File: src/rtl/key_event_gen_if.sv
`timescale 1ns/1ps
`default_nettype none
// ============================================================================
// key_event_gen_if : raw keys in, clean per-key events out
// Rev 1.0
// ============================================================================
interface key_event_gen_if;
    logic [1:0] Key_In;
    logic [1:0] Key_Level;
    logic [1:0] Key_Press;
    logic [1:0] Key_Hold;

    modport master (
        input  Key_In,
        output Key_Level,
        output Key_Press,
        output Key_Hold
    );

    modport slave (
        output Key_In,
        input  Key_Level,
        input  Key_Press,
        input  Key_Hold
    );
endinterface
`default_nettype wire

File: src/rtl/key_event_gen.sv
`timescale 1ns/1ps
`default_nettype none
// ============================================================================
// key_event_gen : debounce, press pulse and auto-repeat for two push-buttons
// Rev 1.0
// ============================================================================
module key_event_gen #(
    parameter int DEBOUNCE_CYCLES = 1000000,
    parameter int REPEAT_DELAY    = 25000000,
    parameter int REPEAT_PERIOD   = 5000000,
    parameter bit REPEAT_EN       = 1'b1
) (
    input  wire logic        Sys_CLK,
    input  wire logic        Sys_RST,
    key_event_gen_if.master  key_if
);

    localparam int DW       = $clog2(DEBOUNCE_CYCLES) + 1;
    localparam int HOLD_MAX = (REPEAT_DELAY > REPEAT_PERIOD) ? REPEAT_DELAY : REPEAT_PERIOD;
    localparam int HW       = $clog2(HOLD_MAX) + 1;

    localparam logic [DW-1:0] DEB_ONE     = DW'(1);
    localparam logic [DW-1:0] DEB_LAST    = DW'(DEBOUNCE_CYCLES - 1);
    localparam logic [HW-1:0] HOLD_ONE    = HW'(1);
    localparam logic [HW-1:0] DELAY_LAST  = HW'(REPEAT_DELAY - 1);
    localparam logic [HW-1:0] PERIOD_LAST = HW'(REPEAT_PERIOD - 1);

    typedef enum logic [2:0] {
        IDLE        = 3'd0,
        DEB_PRESS   = 3'd1,
        PRESSED     = 3'd2,
        REPEAT      = 3'd3,
        DEB_RELEASE = 3'd4
    } state_t;

    logic [1:0] sync1, sync2, s;
    logic [1:0] level_w, press_w, hold_w;

    always_ff @(posedge Sys_CLK or negedge Sys_RST) begin
        if (!Sys_RST) begin
            sync1 <= 2'b11;
            sync2 <= 2'b11;
        end else begin
            sync1 <= key_if.Key_In;
            sync2 <= sync1;
        end
    end

    assign s = ~sync2;

    for (genvar i = 0; i < 2; i++) begin : g_key
        state_t          state, state_nx;
        logic [DW-1:0]   deb_cnt, deb_nx;
        logic [HW-1:0]   hold_cnt, hold_nx, hold_term;
        logic            level, level_nx;
        logic            hold, hold_flag_nx;
        logic            press, press_nx;

        always_ff @(posedge Sys_CLK or negedge Sys_RST) begin
            if (!Sys_RST) begin
                state    <= IDLE;
                deb_cnt  <= '0;
                hold_cnt <= '0;
                level    <= 1'b0;
                hold     <= 1'b0;
                press    <= 1'b0;
            end else begin
                state    <= state_nx;
                deb_cnt  <= deb_nx;
                hold_cnt <= hold_nx;
                level    <= level_nx;
                hold     <= hold_flag_nx;
                press    <= press_nx;
            end
        end

        assign hold_term = (state == PRESSED) ? DELAY_LAST : PERIOD_LAST;

        always_comb begin
            state_nx     = state;
            deb_nx       = deb_cnt;
            hold_nx      = hold_cnt;
            level_nx     = level;
            hold_flag_nx = hold;
            press_nx     = 1'b0;
            case (state)
                IDLE: begin
                    if (s[i]) begin
                        state_nx = DEB_PRESS;
                        deb_nx   = DEB_ONE;
                    end else begin
                        deb_nx   = '0;
                    end
                end
                DEB_PRESS: begin
                    if (!s[i]) begin
                        state_nx = IDLE;
                        deb_nx   = '0;
                    end else if (deb_cnt == DEB_LAST) begin
                        state_nx = PRESSED;
                        deb_nx   = '0;
                        hold_nx  = '0;
                        level_nx = 1'b1;
                        press_nx = 1'b1;
                    end else begin
                        deb_nx   = deb_cnt + DEB_ONE;
                    end
                end
                PRESSED, REPEAT: begin
                    // A release seen exactly at the terminal count parks the
                    // counter there, so the pulse fires on the first held cycle back.
                    if (!s[i]) begin
                        state_nx = DEB_RELEASE;
                        deb_nx   = DEB_ONE;
                        if (hold_cnt != hold_term)
                            hold_nx = hold_cnt + HOLD_ONE;
                    end else if (hold_cnt == hold_term) begin
                        state_nx     = REPEAT;
                        hold_nx      = '0;
                        hold_flag_nx = 1'b1;
                        press_nx     = REPEAT_EN;
                    end else begin
                        hold_nx = hold_cnt + HOLD_ONE;
                    end
                end
                DEB_RELEASE: begin
                    if (s[i]) begin
                        state_nx = hold ? REPEAT : PRESSED;
                        deb_nx   = '0;
                    end else if (deb_cnt == DEB_LAST) begin
                        state_nx     = IDLE;
                        deb_nx       = '0;
                        hold_nx      = '0;
                        level_nx     = 1'b0;
                        hold_flag_nx = 1'b0;
                    end else begin
                        deb_nx = deb_cnt + DEB_ONE;
                    end
                end
                default: begin
                    state_nx = IDLE;
                    deb_nx   = '0;
                    hold_nx  = '0;
                end
            endcase
        end

        assign level_w[i] = level;
        assign press_w[i] = press;
        assign hold_w[i]  = hold;
    end

    assign key_if.Key_Level = level_w;
    assign key_if.Key_Press = press_w;
    assign key_if.Key_Hold  = hold_w;

endmodule
`default_nettype wire

File: src/flat_wrapper.sv
// flat-port wrapper written by rule: the top's interface ports become plain ports
module key_event_gen_flat 
#(
    parameter int DEBOUNCE_CYCLES = 1000000,
    parameter int REPEAT_DELAY    = 25000000,
    parameter int REPEAT_PERIOD   = 5000000,
    parameter bit REPEAT_EN       = 1'b1
)
  (Sys_CLK, Sys_RST, key_if_Key_In, key_if_Key_Level, key_if_Key_Press, key_if_Key_Hold);
  key_event_gen_if key_if_i ();
  input  wire logic Sys_CLK;
  input  wire logic Sys_RST;
  input wire logic [$bits(key_if_i.Key_In)-1:0] key_if_Key_In;
  output wire logic [$bits(key_if_i.Key_Level)-1:0] key_if_Key_Level;
  output wire logic [$bits(key_if_i.Key_Press)-1:0] key_if_Key_Press;
  output wire logic [$bits(key_if_i.Key_Hold)-1:0] key_if_Key_Hold;
  assign key_if_i.Key_In = key_if_Key_In;
  assign key_if_Key_Level = key_if_i.Key_Level;
  assign key_if_Key_Press = key_if_i.Key_Press;
  assign key_if_Key_Hold = key_if_i.Key_Hold;
  key_event_gen #(.DEBOUNCE_CYCLES(DEBOUNCE_CYCLES), .REPEAT_DELAY(REPEAT_DELAY), .REPEAT_PERIOD(REPEAT_PERIOD), .REPEAT_EN(REPEAT_EN)) u_core (.Sys_CLK(Sys_CLK), .Sys_RST(Sys_RST), .key_if(key_if_i));
endmodule
File: config.mk
export PLATFORM = sky130hd
export DESIGN_NAME = key_event_gen_flat
export DESIGN_NICKNAME = d
export VERILOG_FILES = /design/src/rtl/key_event_gen_if.sv /design/src/rtl/key_event_gen.sv /design/src/flat_wrapper.sv
export SDC_FILE = /design/constraint.sdc
export NUM_CORES = 1
export LEC_CHECK = 0
export ABC_AREA = 1
export CAP_MARGIN = 20
export CORE_UTILIZATION = 40
export DETAILED_ROUTE_END_ITERATION = 10
export DONT_BUFFER_PORTS = 1
export PLACE_DENSITY_LB_ADDON = 0.25
export SYNTH_ARGS = -nofsm -noshare
export SYNTH_HDL_FRONTEND = slang
export SYNTH_SLANG_ARGS = --single-unit
File: constraint.sdc
create_clock -name Sys_CLK -period 2.2 [get_ports Sys_CLK]
set_clock_uncertainty 0.2 [all_clocks]
set_input_delay 0.44 -clock Sys_CLK [delete_from_list [all_inputs] [get_ports Sys_CLK]]
set_output_delay 0.44 -clock Sys_CLK [all_outputs]
set_load 0.02 [all_outputs]
==> impl_metrics.toml <==
[outcome]
status = "finished, violations left"
failed_checks = "hold timing"

[power_and_ir_drop]
sw_frac_of_total = 0.3951
power_uw = 7252
max-vdd-ir-drop_mv = 0.5863
leakage_uw = 0.003787
p_seq_frac = 0.326
comb_power_share = 0.417
power.density_nw_per_um2 = 877.1
p_sw_uw = 2865
internal_power_uw = 4387
pwr-share-clk = 0.256

[final_layout]
nets = 1099
fillers = 1763
area_growth_pct = 18.00
diodes = 0
register_area_um2 = 2758
drive_gt1_frac = 0.1460
multi_input_area_um2 = 3626

[worst_setup_path]
worstPathCellList = "ha_2, nand2_4, nor2_4, inv_2, nor2_4, nand3_4, a21oi_4, buf_4, nand2_4, inv_8, nand2_1, nand2_1, inv_1"
critPathKind = "flop to flop"
r2r_slack_ns = 0.09
cp_max_fo = 13
required_ns = 2.27
r2r-start = "u_core.g_key[0].deb_cnt[1]"
r2r_cells = 13
cp-end-kind = "flop"
r2r-end = "u_core.g_key[0].hold_cnt[14]"
critPathSlowestCell = "dfrtp_1"
start_kind = "flop"
cpPeakStageDelay_ns = 0.38
arrival_ns = 2.18

[timing]
final_max_slew_viol_count = 0
period_minus_slack_ns = 2.115
fin_crit_sh = 0.9612
slew_headroom = 0.7126
hold_violations = 110
finalWorstSetupSlack_ns = 0.08541
whs_ns = -0.4349
max_freq_mhz = 472.9
finalSetupViolCount = 0
rsz0062_at_grt = "yes"
tightest_slew_ns = 0.4276

[placement]
post-place-ws_ns = -0.02623
port_buffers = 0
dpl.hpwl_um = 12930
place_congestion = 0.9183

[route]
ant_nets = 0
drc = 0
first_pass_iters = 5
wl_per_cell_um = 13.52
drtIter0Drc = 496
avgViaCountPerCell = 5.105
drt_wl_total_um = 17850
num_vias = 6744

[synthesis]
syn_nets = 1035
synth_area_um2 = 7007
yosysWarnings = 0
synth.top_cells.by_area = "dfrtp_1 38%, nand2_1 13%, inv_1 8.4%"
synth.largest_area_cell = "dfrtp_1"
syn_area_per_cell_um2 = 6.823
seq_area_frac_synth = 0.3936
synthArstFlopShare = 1.000
synth_top_area_frac = 0.3786
synth-seq-cells = 110
synthCells = 1027
synth.distinct_cells = 42
synth_top_flop_cell = "dfrtp_1"
synth-edff-count = 0

[floorplanning]
floorplan.initialDensity = 0.4079
row_count = 48
fp.dieW_um = 134.4
die_area_um2 = 18050
design.core.area_um2 = 17180
die_height_um = 134.4
ios = 10

[cts]
numCtsBuffers = 9
cts_tree = "built"
clockBufferDepth = 2
hold_buffers = 2
path_clk_slew_ns = 0.08
root_buffer = "clkbuf_16"
clkLatencyLatePin_ns = 0.36
cts.htree.levels = 3
cts.sinks = 110

[grt]
grt_pass1_wl_um = 30110
grt_max_degree = 111
antenna_found_initial = 0
grt_overflow = 0
track_usage = 0.2074
grt_pass1_vias = 6274

[hold_path]
min-delay-path-class = "primary input to asynchronous set/reset pin"

[job]
maxCapViolations = 0
layer usage:
metal  global-route usage  vias to the layer above  part of all wire
met5                    0                        -                 0
met4              0.06117                        0             0.018
met3              0.03401                       21             0.038
met2               0.3434                      128              0.47
met1               0.2779                     3158              0.47
li1                     -                     3437                 -
cells in the mapped netlist, types with 3 or more instances:
master and number:
o211ai_1 4, buf_2 7, a31oi_1 4, nor3b_1 5, dfstp_2 4, dfrtp_1 106, nand2_2 6, a211oi_1 3
nor3_1 40, nor2_2 8, o21ai_0 43, a21oi_2 3, clkbuf_1 4, o22ai_1 8, inv_1 156, o21ai_1 9
nor4_1 8, o21bai_1 3, a21oi_1 19, nand3_1 93, nand2_1 250, inv_2 9, nand3_2 3, buf_4 8
ha_1 4, nand4_1 37, nor2_1 144, xnor2_1 3, or2_2 4, xor2_1 17
how the worst max path moves through the flow:
stage / to / slack (ns) / from / cells past startpoint
detailed placement: u_core.g_key[1].hold_cnt[8] / -0.03 / u_core.g_key[1].hold_cnt[1] / 12
global placement: u_core.g_key[1].hold_cnt[8] / -0.005 / u_core.g_key[1].hold_cnt[1] / 12
CTS: u_core.g_key[0].hold_cnt[19] / 0.03 / u_core.g_key[0].deb_cnt[1] / 12
floorplan: u_core.g_key[0].hold_cnt[13] / 0.23 / u_core.g_key[0].deb_cnt[0] / 11
finish: u_core.g_key[0].hold_cnt[14] / 0.09 / u_core.g_key[0].deb_cnt[1] / 13
global route: u_core.g_key[0].hold_cnt[19] / -0.03 / u_core.g_key[0].deb_cnt[1] / 13
metrics by stage:
stage | area (um2) | cells | setup TNS, ns | utilization
finish | 8268 | 1321 | 0 | 0.4814
global route | 8268 | 1321 | -0.1812 | 0.4814
CTS | 7984 | 1310 | 0 | 0.4648
detailed placement | 7626 | 1292 | -0.05739 | 0.4440
global placement | 7626 | 1292 | -0.004591 | 0.4440
floorplan | 7007 | 1027 | 0 | -
cell usage in the layout (no fill, tap or decap), drive strengths merged, types with 4 or more instances in the layout:
master | Yosys | layout
nand2 | 257 | 257
inv | 165 | 167
nor2 | 152 | 152
dfrtp | 106 | 106
nand3 | 96 | 96
buf | 17 | 70
o21ai | 52 | 52
nor3 | 40 | 40
nand4 | 39 | 39
a21oi | 24 | 24
xor2 | 17 | 17
clkbuf | 4 | 11
o22ai | 8 | 8
nor4 | 8 | 8
nor3b | 5 | 5
or2 | 5 | 5
a31oi | 4 | 4
o211ai | 4 | 4
dfstp | 4 | 4
a211oi | 4 | 4
ha | 4 | 4
power groups by stage:
| stage | logic [uW] | registers, uW | clock network (uW) |
|---|---|---|---|
| after global routing | 3320 | 2390 | 1990 |
| after global placement | 2470 | 2400 | 0 |
| final | 3030 | 2370 | 1860 |
| after detailed placement | 2480 | 2400 | 0 |
| after CTS | 2510 | 2360 | 1910 |
| after floorplan | 1720 | 2350 | 0 |
logic make-up after synthesis:
| group | Yosys count | share of synthesized area |
|---|---|---|
| AOI/OAI and AO/OA | 103 | 0.08697 |
| xor gates and xnor gates | 20 | 0.02500 |
| adders and majority gates | 4 | 0.007143 |
| buffers and inverters | 186 | 0.1073 |
| DFF | 110 | 0.3936 |
| and+or+nand+nor | 604 | 0.3800 |
registers in the layout (all words and copies together) (netlist names):
| signal | flops |
|---|---|
| u_core.g_key.deb_cnt | 42 |
| u_core.g_key.hold | 2 |
| u_core.g_key.hold_cnt | 52 |
| u_core.g_key.level | 2 |
| u_core.g_key.press | 2 |
| u_core.g_key.state | 6 |
| u_core.sync1 | 2 |
| u_core.sync2 | 2 |
worst max-delay path, delay by kind of cell, from the launching register on:
kind            cells  cell delay (ns)
compound gates      1             0.22
fa+ha+maj           1             0.22
buf+inv             4             0.36
flops               1             0.38
simple gates        7             0.63
repair_timing:
| action | CTS | global route |
|---|---|---|
| gates cloned | 0 | 2 |
| endpoints found under the hold margin | 112 | 110 |
| gates resized for setup | 3 | 48 |
| setup endpoints to repair | 4 | 90 |
| pin swaps | 0 | 14 |
| buffers inserted | 0 | 9 |
layout make-up:
cell class,count,area share
clock buffers,9,0.02724
clock inverters,7,0.01256
inverters,165,0.07673
multi-input cells,731,0.4386
flip-flops and latches,110,0.3335
well taps,225,0.03405
repair buffers,74,0.07733
No activity file was read; power rests on OpenSTA's default activity.
